<file path="config.mk">
export PLATFORM = sky130hd
export DESIGN_NAME = tmr_seq_ctrl_flat
export DESIGN_NICKNAME = d
export VERILOG_FILES = /design/src/rtl/tmr_pkg.sv /design/src/rtl/tmr_apb_if.sv /design/src/rtl/tmr_apb_master.sv /design/src/rtl/tmr_seq_ctrl.sv /design/src/flat_wrapper.sv
export SDC_FILE = /design/constraint.sdc
export NUM_CORES = 1
export LEC_CHECK = 0
export ABC_AREA = 1
export CAP_MARGIN = 10
export CORE_ASPECT_RATIO = 0.75
export CORE_MARGIN = 8
export CORE_UTILIZATION = 30
export DETAILED_ROUTE_END_ITERATION = 7
export GPL_TIMING_DRIVEN = 1
export PLACE_DENSITY = 0.5
export RECOVER_POWER = 25
export SLEW_MARGIN = 20
export SYNTH_ARGS = -nofsm -noshare
export SYNTH_HDL_FRONTEND = slang
export SYNTH_SLANG_ARGS = --single-unit
</file>
<file path="constraint.sdc">
create_clock -name pclk -period 4.48 [get_ports pclk]
set_input_delay 0.448 -clock pclk [delete_from_list [all_inputs] [get_ports pclk]]
set_output_delay 0.448 -clock pclk [all_outputs]
set_load 0.02 [all_outputs]
</file>
<file path="src/rtl/tmr_pkg.sv">
// Shared definitions for the timer sequencer: register addresses, TCR/TSR
// bit positions, state encodings and a helper that builds TCR values.
package tmr_pkg;

   localparam logic [7:0] DEF_ADDR_TDR = 8'h00;
   localparam logic [7:0] DEF_ADDR_TCR = 8'h01;
   localparam logic [7:0] DEF_ADDR_TSR = 8'h02;

   localparam int TCR_LOAD   = 7;
   localparam int TCR_DW     = 5;
   localparam int TCR_EN     = 4;
   localparam int TCR_CLK_HI = 1;
   localparam int TCR_CLK_LO = 0;

   localparam int TSR_OVF = 0;
   localparam int TSR_UDF = 1;

   typedef enum logic [2:0] {
      S_IDLE,
      S_W_TDR,
      S_W_LOAD,
      S_W_RUN,
      S_GAP,
      S_R_TSR,
      S_W_CLR,
      S_W_OFF
   } seq_state_t;

   typedef enum logic [1:0] {
      M_IDLE,
      M_SETUP,
      M_ACCESS
   } apb_state_t;

   // Reserved TCR bits (6, 3:2) are always written as zero.
   function automatic logic [7:0] tcr_value(input logic load, input logic en,
                                            input logic dw, input logic [1:0] clk_sel);
      logic [7:0] v;
      v = 8'h00;
      v[TCR_LOAD] = load;
      v[TCR_DW] = dw;
      v[TCR_EN] = en;
      v[TCR_CLK_HI:TCR_CLK_LO] = clk_sel;
      return v;
   endfunction

endpackage

</file>
<file path="src/rtl/tmr_apb_if.sv">
// APB bus between the sequencer (master) and the timer register block (slave).
interface tmr_apb_if;
   logic [7:0] paddr;
   logic       psel;
   logic       penable;
   logic       pwrite;
   logic [7:0] pwdata;
   logic [7:0] prdata;
   logic       pready;
   logic       pslverr;

   modport master (output paddr, psel, penable, pwrite, pwdata,
                   input prdata, pready, pslverr);
   modport slave  (input paddr, psel, penable, pwrite, pwdata,
                   output prdata, pready, pslverr);
endinterface

</file>
<file path="src/rtl/tmr_apb_master.sv">
// Single-request APB master. A transfer is launched while req is high, and
// ack pulses for one cycle with rdata/slverr once the slave answers. The
// cycle in which ack is high never launches a new transfer, which guarantees
// an idle cycle (psel=0) between transfers while the requester updates req.
module tmr_apb_master
   import tmr_pkg::*;
(
   input  logic       pclk,
   input  logic       preset,
   input  logic       req,
   input  logic [7:0] addr,
   input  logic [7:0] wdata,
   input  logic       write,
   output logic       ack,
   output logic [7:0] rdata,
   output logic       slverr,
   tmr_apb_if.master  apb
);

   apb_state_t mstate;

   // Setup/access sequencing; address, data and direction are captured at setup.
   always_ff @(posedge pclk) begin
      if (preset) begin
         mstate      <= M_IDLE;
         apb.paddr   <= 8'h00;
         apb.psel    <= 1'b0;
         apb.penable <= 1'b0;
         apb.pwrite  <= 1'b0;
         apb.pwdata  <= 8'h00;
         ack         <= 1'b0;
         rdata       <= 8'h00;
         slverr      <= 1'b0;
      end else begin
         ack <= 1'b0;
         case (mstate)
            M_IDLE: begin
               if (req && !ack) begin
                  apb.psel   <= 1'b1;
                  apb.paddr  <= addr;
                  apb.pwrite <= write;
                  apb.pwdata <= wdata;
                  mstate     <= M_SETUP;
               end
            end
            M_SETUP: begin
               apb.penable <= 1'b1;
               mstate      <= M_ACCESS;
            end
            M_ACCESS: begin
               if (apb.pready) begin
                  apb.psel    <= 1'b0;
                  apb.penable <= 1'b0;
                  ack         <= 1'b1;
                  rdata       <= apb.prdata;
                  slverr      <= apb.pslverr;
                  mstate      <= M_IDLE;
               end
            end
            default: mstate <= M_IDLE;
         endcase
      end
   end

endmodule

</file>
<file path="src/rtl/tmr_seq_ctrl.sv">
// Timer sequencer: loads and starts the timer, polls TSR for the selected
// overflow/underflow flag, clears it, counts events and stops the timer
// after the configured number of periods or on request.
module tmr_seq_ctrl
   import tmr_pkg::*;
#(
   parameter logic [7:0] ADDR_TDR = DEF_ADDR_TDR,
   parameter logic [7:0] ADDR_TCR = DEF_ADDR_TCR,
   parameter logic [7:0] ADDR_TSR = DEF_ADDR_TSR,
   parameter int         POLL_GAP = 16
)
(
   input  logic       pclk,
   input  logic       preset,
   input  logic       start,
   input  logic       stop,
   input  logic [7:0] cfg_tdr,
   input  logic       cfg_dw,
   input  logic [1:0] cfg_clk_sel,
   input  logic [7:0] cfg_periods,
   tmr_apb_if.master  apb,
   output logic       busy,
   output logic       evt,
   output logic [7:0] evt_cnt,
   output logic       done,
   output logic       aborted,
   output logic       err
);

   seq_state_t  state;
   logic [7:0]  shd_tdr;
   logic        shd_dw;
   logic [1:0]  shd_clk;
   logic [7:0]  shd_periods;
   logic        stop_pend;
   logic        off_done;
   logic [15:0] gap_cnt;

   logic        req;
   logic [7:0]  req_addr;
   logic [7:0]  req_wdata;
   logic        req_write;
   logic        ack;
   logic [7:0]  rdata;
   logic        slverr;
   logic        stop_any;
   logic        flag;
   logic [7:0]  cnt_next;

   assign stop_any = stop | stop_pend;
   assign flag     = |(rdata & (shd_dw ? (8'h01 << TSR_UDF) : (8'h01 << TSR_OVF)));
   assign cnt_next = evt_cnt + 8'd1;

   // Decode the APB request that belongs to the current sequencer state.
   always_comb begin
      req       = 1'b1;
      req_write = 1'b1;
      req_addr  = ADDR_TCR;
      req_wdata = 8'h00;
      case (state)
         S_W_TDR: begin
            req_addr  = ADDR_TDR;
            req_wdata = shd_tdr;
         end
         S_W_LOAD: req_wdata = tcr_value(1'b1, 1'b0, shd_dw, shd_clk);
         S_W_RUN:  req_wdata = tcr_value(1'b0, 1'b1, shd_dw, shd_clk);
         S_R_TSR: begin
            req_addr  = ADDR_TSR;
            req_write = 1'b0;
         end
         S_W_CLR:  req_addr  = ADDR_TSR;
         S_W_OFF:  req_wdata = tcr_value(1'b0, 1'b0, shd_dw, shd_clk);
         default:  req = 1'b0;
      endcase
   end

   tmr_apb_master u_apb (
      .pclk   (pclk),
      .preset (preset),
      .req    (req),
      .addr   (req_addr),
      .wdata  (req_wdata),
      .write  (req_write),
      .ack    (ack),
      .rdata  (rdata),
      .slverr (slverr),
      .apb    (apb)
   );

   // Sequencer FSM with gap/event counters and registered status pulses.
   always_ff @(posedge pclk) begin
      if (preset) begin
         state       <= S_IDLE;
         shd_tdr     <= 8'h00;
         shd_dw      <= 1'b0;
         shd_clk     <= 2'b00;
         shd_periods <= 8'h00;
         stop_pend   <= 1'b0;
         off_done    <= 1'b0;
         gap_cnt     <= 16'd0;
         busy        <= 1'b0;
         evt         <= 1'b0;
         evt_cnt     <= 8'h00;
         done        <= 1'b0;
         aborted     <= 1'b0;
         err         <= 1'b0;
      end else begin
         evt     <= 1'b0;
         done    <= 1'b0;
         aborted <= 1'b0;
         err     <= 1'b0;
         if (state != S_IDLE && stop) stop_pend <= 1'b1;
         case (state)
            S_IDLE: begin
               if (start) begin
                  shd_tdr     <= cfg_tdr;
                  shd_dw      <= cfg_dw;
                  shd_clk     <= cfg_clk_sel;
                  shd_periods <= cfg_periods;
                  evt_cnt     <= 8'h00;
                  stop_pend   <= 1'b0;
                  off_done    <= 1'b0;
                  busy        <= 1'b1;
                  state       <= S_W_TDR;
               end
            end
            S_W_TDR, S_W_LOAD, S_W_RUN: begin
               if (ack) begin
                  if (slverr) begin
                     err   <= 1'b1;
                     busy  <= 1'b0;
                     state <= S_IDLE;
                  end else if (stop_any) begin
                     off_done <= 1'b0;
                     state    <= S_W_OFF;
                  end else if (state == S_W_TDR) begin
                     state <= S_W_LOAD;
                  end else if (state == S_W_LOAD) begin
                     state <= S_W_RUN;
                  end else begin
                     gap_cnt <= 16'd0;
                     state   <= S_GAP;
                  end
               end
            end
            S_GAP: begin
               if (stop_any) begin
                  off_done <= 1'b0;
                  state    <= S_W_OFF;
               end else if (gap_cnt == 16'(POLL_GAP - 1)) begin
                  state <= S_R_TSR;
               end else begin
                  gap_cnt <= gap_cnt + 16'd1;
               end
            end
            S_R_TSR: begin
               if (ack) begin
                  if (slverr) begin
                     err   <= 1'b1;
                     busy  <= 1'b0;
                     state <= S_IDLE;
                  end else if (stop_any) begin
                     off_done <= 1'b0;
                     state    <= S_W_OFF;
                  end else if (flag) begin
                     state <= S_W_CLR;
                  end else begin
                     gap_cnt <= 16'd0;
                     state   <= S_GAP;
                  end
               end
            end
            S_W_CLR: begin
               if (ack) begin
                  if (slverr) begin
                     err   <= 1'b1;
                     busy  <= 1'b0;
                     state <= S_IDLE;
                  end else begin
                     evt     <= 1'b1;
                     evt_cnt <= cnt_next;
                     if (shd_periods != 8'h00 && cnt_next == shd_periods) begin
                        off_done <= 1'b1;
                        state    <= S_W_OFF;
                     end else if (stop_any) begin
                        off_done <= 1'b0;
                        state    <= S_W_OFF;
                     end else begin
                        gap_cnt <= 16'd0;
                        state   <= S_GAP;
                     end
                  end
               end
            end
            S_W_OFF: begin
               if (ack) begin
                  if (slverr) begin
                     err <= 1'b1;
                  end else begin
                     done    <= off_done;
                     aborted <= !off_done;
                  end
                  busy  <= 1'b0;
                  state <= S_IDLE;
               end
            end
            default: begin
               busy  <= 1'b0;
               state <= S_IDLE;
            end
         endcase
      end
   end

endmodule

</file>
<file path="src/flat_wrapper.sv">
// flat-port wrapper written by rule: the top's interface ports become plain ports
module tmr_seq_ctrl_flat import tmr_pkg::*;
#(
   parameter logic [7:0] ADDR_TDR = DEF_ADDR_TDR,
   parameter logic [7:0] ADDR_TCR = DEF_ADDR_TCR,
   parameter logic [7:0] ADDR_TSR = DEF_ADDR_TSR,
   parameter int         POLL_GAP = 16
)
  (pclk, preset, start, stop, cfg_tdr, cfg_dw, cfg_clk_sel, cfg_periods, busy, evt, evt_cnt, done, aborted, err, apb_paddr, apb_psel, apb_penable, apb_pwrite, apb_pwdata, apb_prdata, apb_pready, apb_pslverr);
  tmr_apb_if apb_i ();
  input  logic pclk;
  input  logic preset;
  input  logic start;
  input  logic stop;
  input  logic [7:0] cfg_tdr;
  input  logic cfg_dw;
  input  logic [1:0] cfg_clk_sel;
  input  logic [7:0] cfg_periods;
  output logic busy;
  output logic evt;
  output logic [7:0] evt_cnt;
  output logic done;
  output logic aborted;
  output logic err;
  output wire logic [$bits(apb_i.paddr)-1:0] apb_paddr;
  output wire logic [$bits(apb_i.psel)-1:0] apb_psel;
  output wire logic [$bits(apb_i.penable)-1:0] apb_penable;
  output wire logic [$bits(apb_i.pwrite)-1:0] apb_pwrite;
  output wire logic [$bits(apb_i.pwdata)-1:0] apb_pwdata;
  input wire logic [$bits(apb_i.prdata)-1:0] apb_prdata;
  input wire logic [$bits(apb_i.pready)-1:0] apb_pready;
  input wire logic [$bits(apb_i.pslverr)-1:0] apb_pslverr;
  assign apb_paddr = apb_i.paddr;
  assign apb_psel = apb_i.psel;
  assign apb_penable = apb_i.penable;
  assign apb_pwrite = apb_i.pwrite;
  assign apb_pwdata = apb_i.pwdata;
  assign apb_i.prdata = apb_prdata;
  assign apb_i.pready = apb_pready;
  assign apb_i.pslverr = apb_pslverr;
  tmr_seq_ctrl #(.ADDR_TDR(ADDR_TDR), .ADDR_TCR(ADDR_TCR), .ADDR_TSR(ADDR_TSR), .POLL_GAP(POLL_GAP)) u_core (.pclk(pclk), .preset(preset), .start(start), .stop(stop), .cfg_tdr(cfg_tdr), .cfg_dw(cfg_dw), .cfg_clk_sel(cfg_clk_sel), .cfg_periods(cfg_periods), .apb(apb_i), .busy(busy), .evt(evt), .evt_cnt(evt_cnt), .done(done), .aborted(aborted), .err(err));
endmodule
</file>
==> metrics.cfg <==
[status]
outcome=completed

[min_path]
hp-class=reg2reg
hold_depth=1
worstHoldStart=u_core.off_done
hold_end=u_core.aborted

[sta]
fin_setup_tns_ps=0
clock.fmax_mhz=327
finalCritPeriodShare=0.682
finClkSkew_ps=5.73
finalSetupViolCount=0
relSlewSlack=0.431
tightest_slew_ps=851
finalHoldViolations=0
layout_min_cycle_time_ps=3050
holdWs_ps=449
slew_violations=0
rsz0062_at_grt=no

[placed_design]
place_congestion=0.894
portBuffers=52
dpl.hpwl_um=7520

[clocking]
root_buffer=clkbuf_16
cts_buffer_depth=2
cts.sinks=72
cts_tree=yes
post_cts_buffers=0
cts_hold_buf=0
ctsResizeCount=0
cts_buffers=9
clk-insertion-delay-late_ps=330
htree_levels=3
path_clk_slew_ps=50

[synthesis]
synth_commonest_cells=nand2_1, dfxtp_1, nor2_1
synth.cell_area_sq_um=3690
yosysWarnings=0
ys_types=36
synth.most_common_cell=nand2_1
synth-seq-area-share=0.391
synth_top_area_frac=0.391
synth_enable_flop_cells=0
syn_area_per_cell_sq_um=6.71
synth_flop_cell=dfxtp_1
synth_cells=550
ys_ff_latch=72
async_flop_share=0
yosys.area.top_type=dfxtp_1
synth_area_leaders=dfxtp_1, nand2_1, a21oi_1

[power]
peakVddDrop_mv=0.220
p_switching_uw=893
power_frac_comb=0.348
p_leak_uw=0.00181
p_per_area_nw_per_um2=510
p_sw_frac=0.380
p_clk_frac=0.298
intPower_uw=1460
seqPwrFrac=0.354

[global_route]
antenna_found_initial=0
met2_usage=0.191
grtUsageTotal=0.132
grt_pass1_wl_um=17200
grt_pass1_vias=3482
gr-total-overflow=0
grt_use_met1=0.185
use_met3=0.0424
grt_max_degree=44
busiest_layer=met2

[worst_setup_path]
reg2reg_setup_slack_ps=1430
worstSetupEndpointType=register
path_buf_inv=2
slowest_delay_ps=740
crit_path_top_delay_cell=nand2_1
crit_fanout=26
path_class=reg2reg
worstPathArrival_ps=3230
cp.required_ps=4660
r2r_start=u_core.state[1]
critical-path-top-delay-family=simple AND/OR/NAND/NOR gates
rr_endpoint=u_core.shd_periods[7]
worstPathCellList=nor2_1 -> clkinv_1 -> nor2_2 -> clkbuf_1 -> nand2_1 -> o21ai_0 -> a21oi_1
cp-start-kind=register
reg2reg_depth=7

[floorplanning]
ios=65
start_util=0.304
die_h_um=112
core_area_sq_um=12100
fp.dieW_um=144
die-area_sq_um=16100
core.rowCount=35

[drt]
drtIter0Drc=217
wl_per_cell_um=13.7
routed_wirelength_um=10500
drc_errors=0
via_per_inst=4.79
vias=3672
first_pass_iters=5
drtAntennaViolNets=0

[layout]
synthToLayoutAreaGrowth_pct=24.9
drive_gt1_frac=0.0499
n_fill_cell=1314
num_antenna_cells=0
nets=635

[job]
drv_cap=0

==> per-stage QoR <==
stage,instance area [sq um],utilization,total power [uW],worst slack (ps),std cells
6_report,4610,0.380,2350,1430,767
5_1_grt,4610,0.380,2520,1170,767
4_1_cts,4610,0.380,2400,1970,767
3_5_place_dp,4320,0.356,1690,1700,752
3_3_place_gp,4320,0.356,1680,1740,752
2_1_floorplan,3710,-,1430,2460,555
==> cell usage in the layout (no fill, tap or decap), types with 6 or more instances in the layout <==
cell             synthesis  routed
a21oi_1                 60      60
clkbuf_16                0       9
clkdlybuf4s50_1          0      34
conb_1                   1       6
dfxtp_1                 72      72
dlygate4sd3_1            0      18
inv_1                   47      47
nand2_1                126     126
nand3_1                 58      58
nor2_1                  61      61
nor3_1                  13      13
o21ai_0                 30      30
xor2_1                   8       8
==> kinds of logic after synthesis <==
family                   Yosys count  share of synthesized area
AND/OR/NAND/NOR                  283                      0.333
AO/OA/AOI/OAI                    104                      0.148
buffers and inverters             76                     0.0885
flip-flops                        72                      0.391
XOR/XNOR                           9                     0.0214
adder cells (fa/ha/maj)            5                     0.0170
other                              1                    0.00102
==> cell type report <==
class / count / area (sq um) / area share
Clock inverter: 3 / 42.5 / 0.00923
Clock buffer: 12 / 246 / 0.0535
Tap cell: 166 / 208 / 0.0451
Inverter: 53 / 199 / 0.0432
Timing Repair Buffer: 54 / 532 / 0.115
Sequential cell: 72 / 1440 / 0.313
Multi-Input combinational cell: 407 / 1940 / 0.421
==> state kept, by name, indices dropped and copies added (netlist names), 2 cells and up <==
name and flops:
u_core.gap_cnt 16, u_core.evt_cnt 8, u_core.shd_periods 8, u_core.shd_tdr 8
u_core.u_apb.apb.pwdata 8, u_core.state 3, u_core.shd_clk 2, u_core.u_apb.apb.paddr 2
u_core.u_apb.mstate 2, u_core.u_apb.rdata 2
==> how the worst max path moves through the flow <==
stage	startpoint	end	slack [ps]	depth (start not counted)
6_report	u_core.state[1]	u_core.shd_periods[7]	1430	7
5_1_grt	u_core.state[1]	u_core.shd_periods[7]	1170	7
4_1_cts	u_core.state[2]	u_core.gap_cnt[12]	1970	11
3_5_place_dp	start	u_core.shd_periods[7]	1700	4
3_3_place_gp	preset	u_core.done	1740	5
2_1_floorplan	u_core.evt_cnt[1]	u_core.gap_cnt[10]	2460	12
==> per-layer routing <==
layer,wire (um),vias to the layer above
li1,-,1908
met1,5430,1687
met2,4470,75
met3,542,2
met4,40,0
met5,0,-
==> power groups by stage <==
| stage | registers, uW | clock network (uW) | logic (uW) |
|---|---|---|---|
| after floorplan | 869 | 0 | 562 |
| after global placement | 847 | 0 | 834 |
| after detailed placement | 849 | 0 | 840 |
| after CTS | 836 | 721 | 845 |
| after global routing | 848 | 749 | 925 |
| final | 833 | 701 | 817 |
==> worst reg2reg max path, stage by stage, from the launching register on <==
cell	delay (ps)
dfxtp_1	390
nor2_1	360
clkinv_1	170
nor2_2	100
clkbuf_1	590
nand2_1	740
o21ai_0	480
a21oi_1	60
Note: power is estimated with default switching activity, not from simulation.
